### src/rtl/mux16_arbiter.sv
// Two-requester arbiter sharing one registered 16-bit path, with burst-limited round-robin ownership.
// Latency: a word accepted at a clock edge appears on out_data/out_valid right after that edge.
// Backpressure: the owner's ready drops when out_valid is held and out_ready is low; IDLE and reset assert no ready.
module mux16_arbiter #(
    parameter int unsigned BURST = 4
) (
    input  logic        clk,
    input  logic        rst,
    input  logic        req0_valid,
    input  logic [15:0] req0_data,
    output logic        req0_ready,
    input  logic        req1_valid,
    input  logic [15:0] req1_data,
    output logic        req1_ready,
    output logic        out_valid,
    output logic [15:0] out_data,
    input  logic        out_ready,
    output logic        sel
);

    typedef enum logic [1:0] {
        IDLE = 2'd0,
        OWN0 = 2'd1,
        OWN1 = 2'd2
    } state_t;

    // Counter value at which the current transfer closes the burst.
    localparam logic [3:0] LAST_CNT = 4'(BURST - 1);

    state_t      r_state;
    state_t      w_state_nxt;
    logic        r_prio;
    logic        w_prio_nxt;
    logic [3:0]  r_cnt;
    logic [3:0]  w_cnt_nxt;
    logic        r_out_valid;
    logic        w_out_valid_nxt;
    logic [15:0] r_out_data;
    logic [15:0] w_out_data_nxt;
    logic        r_sel;

    logic        w_owned;
    logic        w_own_is1;
    logic        w_path_free;
    logic        w_own_valid;
    logic        w_oth_valid;
    logic [15:0] w_own_data;
    logic        w_xfer;
    logic        w_release;

    // Handshake decode: who owns the path, whether the output register can take a word, and release conditions.
    always_comb begin
        w_owned     = (r_state != IDLE);
        w_own_is1   = (r_state == OWN1);
        w_path_free = !r_out_valid || out_ready;
        // Ready is gated by rst so no word is accepted on a reset edge.
        req0_ready  = !rst && (r_state == OWN0) && w_path_free;
        req1_ready  = !rst && (r_state == OWN1) && w_path_free;
        w_own_valid = w_own_is1 ? req1_valid : req0_valid;
        w_oth_valid = w_own_is1 ? req0_valid : req1_valid;
        // The shared 2:1 data mux is steered by the registered owner select.
        w_own_data  = r_sel ? req1_data : req0_data;
        w_xfer      = (req0_valid && req0_ready) || (req1_valid && req1_ready);
        // Burst end or owner going quiet hands the path to the other side.
        w_release   = w_owned && ((w_xfer && (r_cnt == LAST_CNT)) || !w_own_valid);
    end

    // Next-state logic for ownership, priority pointer and burst counter.
    always_comb begin
        w_state_nxt = r_state;
        w_prio_nxt  = r_prio;
        w_cnt_nxt   = r_cnt;
        case (r_state)
            IDLE: begin
                if (req0_valid && req1_valid) begin
                    w_state_nxt = r_prio ? OWN1 : OWN0;
                end else if (req0_valid) begin
                    w_state_nxt = OWN0;
                end else if (req1_valid) begin
                    w_state_nxt = OWN1;
                end
            end
            OWN0, OWN1: begin
                if (w_release) begin
                    // Priority always moves to the side that did not just own the path.
                    w_prio_nxt = !w_own_is1;
                    w_cnt_nxt  = 4'd0;
                    if (w_oth_valid) begin
                        w_state_nxt = w_own_is1 ? OWN0 : OWN1;
                    end else begin
                        w_state_nxt = IDLE;
                    end
                end else if (w_xfer) begin
                    w_cnt_nxt = r_cnt + 4'd1;
                end
            end
            default: begin
                w_state_nxt = IDLE;
                w_prio_nxt  = 1'b0;
                w_cnt_nxt   = 4'd0;
            end
        endcase
    end

    // Output register update: load on transfer, clear valid on drain, otherwise hold (ownership changes do not touch it).
    always_comb begin
        w_out_valid_nxt = r_out_valid;
        w_out_data_nxt  = r_out_data;
        if (w_xfer) begin
            w_out_valid_nxt = 1'b1;
            w_out_data_nxt  = w_own_data;
        end else if (r_out_valid && out_ready) begin
            w_out_valid_nxt = 1'b0;
        end
    end

    // State and datapath registers; reset discards any pending word.
    always_ff @(posedge clk) begin
        if (rst) begin
            r_state     <= IDLE;
            r_prio      <= 1'b0;
            r_cnt       <= 4'd0;
            r_sel       <= 1'b0;
            r_out_valid <= 1'b0;
            r_out_data  <= 16'h0000;
        end else begin
            r_state     <= w_state_nxt;
            r_prio      <= w_prio_nxt;
            r_cnt       <= w_cnt_nxt;
            r_sel       <= (w_state_nxt == OWN1);
            r_out_valid <= w_out_valid_nxt;
            r_out_data  <= w_out_data_nxt;
        end
    end

    assign out_valid = r_out_valid;
    assign out_data  = r_out_data;
    assign sel       = r_sel;

endmodule

### config.mk
export PLATFORM = sky130hd
export DESIGN_NAME = mux16_arbiter
export DESIGN_NICKNAME = d
export VERILOG_FILES = /design/src/rtl/mux16_arbiter.sv
export SDC_FILE = /design/constraint.sdc
export NUM_CORES = 1
export LEC_CHECK = 0
export ABC_AREA = 1
export BUFFER_PORTS_ARGS = -buffer_cell sky130_fd_sc_hd__clkbuf_2
export CAP_MARGIN = 10
export CELL_PAD_IN_SITES_DETAIL_PLACEMENT = 0
export CELL_PAD_IN_SITES_GLOBAL_PLACEMENT = 1
export CORE_ASPECT_RATIO = 2
export CORE_MARGIN = 2
export CORE_UTILIZATION = 35
export CTS_BUF_LIST = sky130_fd_sc_hd__clkbuf_8
export CTS_CLUSTER_SIZE = 40
export DETAILED_ROUTE_END_ITERATION = 10
export PLACE_DENSITY = 0.88
export REMOVE_ABC_BUFFERS = 1
export SLEW_MARGIN = 20
export SYNTH_ARGS = -nofsm -noshare
export SYNTH_HDL_FRONTEND = slang
export SYNTH_SLANG_ARGS = --single-unit
### constraint.sdc
create_clock -name clk -period 3.3 [get_ports clk]
set_input_delay 0.66 -clock clk [delete_from_list [all_inputs] [get_ports clk]]
set_output_delay 0.66 -clock clk [all_outputs]
set_load 0.005 [all_outputs]
==> out/results.ini <==
[placed_design]
post-place-ws_ps = 1100
placed_cells = 290
dp_hpwl_mm = 2.50
globalplace.congestion = 0.817
io_buffers = 56

[grt]
antenna_found_initial = 0
grt_pass1_vias = 1268
grt_start_max_net_pins = 37
grt_usage_pct = 16.5
grt_overflow = 0
grt_pass1_wl_mm = 5.30

[timing]
tightest_slew_ps = 560
fin_setup_tns_ps = 0
whs_ps = 480
worst_slack_ps = 1140
rsz0062_at_grt = false
min_period_ps = 2160
final_max_slew_viol_count = 0
fmax_mhz = 463
max_slew_margin_pct = 62.5
timing.final.crit_share_pct = 65.4
clock-skew-final_ps = 6.32
setup_viol = 0
hold_viol = 0

[cts]
post_cts_buffers = 0
clock-root-buffer = clkbuf_8
clockBufferDepth = 2
cts_buffers = 3
insertion_delay_ps = 290
cts_tree = built
cts_hold_buf = 0
clkSinkCount = 25
post_cts_resized = 0
cts.reportedPaths.clkPinSlew_ps = 100
ctsHtreeMaxLevel = 1

[setup_path]
endpoint_kind = flop
rrSetupSlack_ps = 1140
path_class = flop to flop
worstPathMaxFanout = 36
critPathLaunchType = flop
arrival_ps = 2350
crit_required_ps = 3490

[floorplanning]
core_area_um2 = 3610
start_util_pct = 36.2
rows = 31
io_pins = 57
die_x_um = 47.2
die_y_um = 90.4
dieArea_um2 = 4270

[power_and_ir_drop]
ir_drop_mv = 0.252
finalPower_mw = 0.797
leakagePower_nw = 0.909
p_per_area_nw_per_um2 = 478

[drt]
vias = 1387
via_per_inst = 4.72
wire_per_inst_um = 11.2
ant_nets = 0
first_pass_iters = 4
drcViolationCount = 0
drtIter0Drc = 22
finalWirelength_mm = 3.29

[layout]
fin_cells = 294
area_growth_pct = 27.7
antenna_cells = 0
drive_above_1_share_pct = 26.1
layout_common_cells = clkbuf_2, a21oi_1, inv_1
final_common_cell = clkbuf_2
fin_nets = 289

[yosys]
synth-seq-area-share_pct = 38.3
synthCells = 192
yosys-top-cells-area = dfxtp_1, a21oi_1, inv_1
synth-seq-cells = 25
synth_top_cell_area_share_pct = 38.3
syn_area_per_cell_um2 = 6.81
synth_top_area_cell = dfxtp_1
syn-cell-area_um2 = 1310
ys_warn_count = 0
synth.distinct_cells = 22

[run]
cap_viol_max_count = 0

[worst_hold_path]
min_path_type = flop to flop

[status]
outcome = completed

[sequential cells by signal, summed over array words and instances (netlist names)]
signal and cells:
out_valid 1, out_data 16, sel 1, r_cnt 4
r_prio 1, r_state 2
[Yosys cell counts]
cell type / instances
o21ai_1: 2
nor3_1: 2
buf_1: 1
nor3b_1: 1
nand2_1: 15
ha_1: 6
clkbuf_1: 3
nor2_1: 25
buf_2: 3
nand4_1: 1
xor2_1: 1
inv_2: 1
a21boi_0: 1
dfxtp_1: 25
nand3b_1: 1
a21oi_1: 38
nand2_2: 1
inv_1: 31
nand3_2: 1
nand3_1: 12
o21ai_0: 20
buf_4: 1
[cell type report]
cell class                      instances  area, um2
Clock buffer                            3       41.3
Clock inverter                          1       8.76
Fill cell                             420       1940
Inverter                               32        120
Multi-Input combinational cell        127        649
Sequential cell                        25        500
Tap cell                               49       61.3
Timing Repair Buffer                   57        288
[kinds of logic after synthesis]
logic type,synth area share (%)
fa+ha+maj,5.74
flops,38.3
xor+xnor,0.670
compound gates,23.5
buf+inv,12.1
simple gates,19.7
[per-layer routing]
metal  vias to the layer above  track usage [%]  wire (um)
li1                        728                -          -
met1                       603             17.1       1240
met2                        44             29.8       1800
met3                        12             1.00        143
met4                         0             8.56        102
met5                         -                0          0
[final timing paths]
| path | start | endpoint | depth (start not counted) |
|---|---|---|---|
| setup / recovery | r_state[0] | sel | 13 |
| hold / removal | r_prio | r_prio | 2 |
| setup reg to reg | r_state[0] | sel | 13 |
| hold reg to reg | r_prio | r_prio | 2 |
[through the flow]
| step | utilization [%] | area (um2) |
|---|---|---|
| after floorplan | - | 1270 |
| after global placement | 44.9 | 1620 |
| after detailed placement | 44.9 | 1620 |
| after CTS | 46.3 | 1670 |
| after global routing | 46.3 | 1670 |
| final | 46.3 | 1670 |
[power breakdown]
| group | switching [mW] | internal, mW | total, mW | leakage [nW] |
|---|---|---|---|---|
| Sequential | 0.0174 | 0.332 | 0.350 | 0.203 |
| Combinational | 0.149 | 0.0927 | 0.242 | 0.679 |
| Clock | 0.116 | 0.0892 | 0.206 | 0.0261 |
| Total | 0.283 | 0.514 | 0.797 | 0.909 |
[critical path, cell delays in order (launching register included)]
cell     delay (ps)
dfxtp_1         360
inv_1           150
ha_1            240
inv_2            70
nor2_1           80
nand3_1          80
nand2_2         430
nand3_2         200
nand2_1         150
nand2_1          60
nand3_1          60
nand2_1          60
nand2_1          70
nor2_1           40
Power figures use the tool's default switching activity.
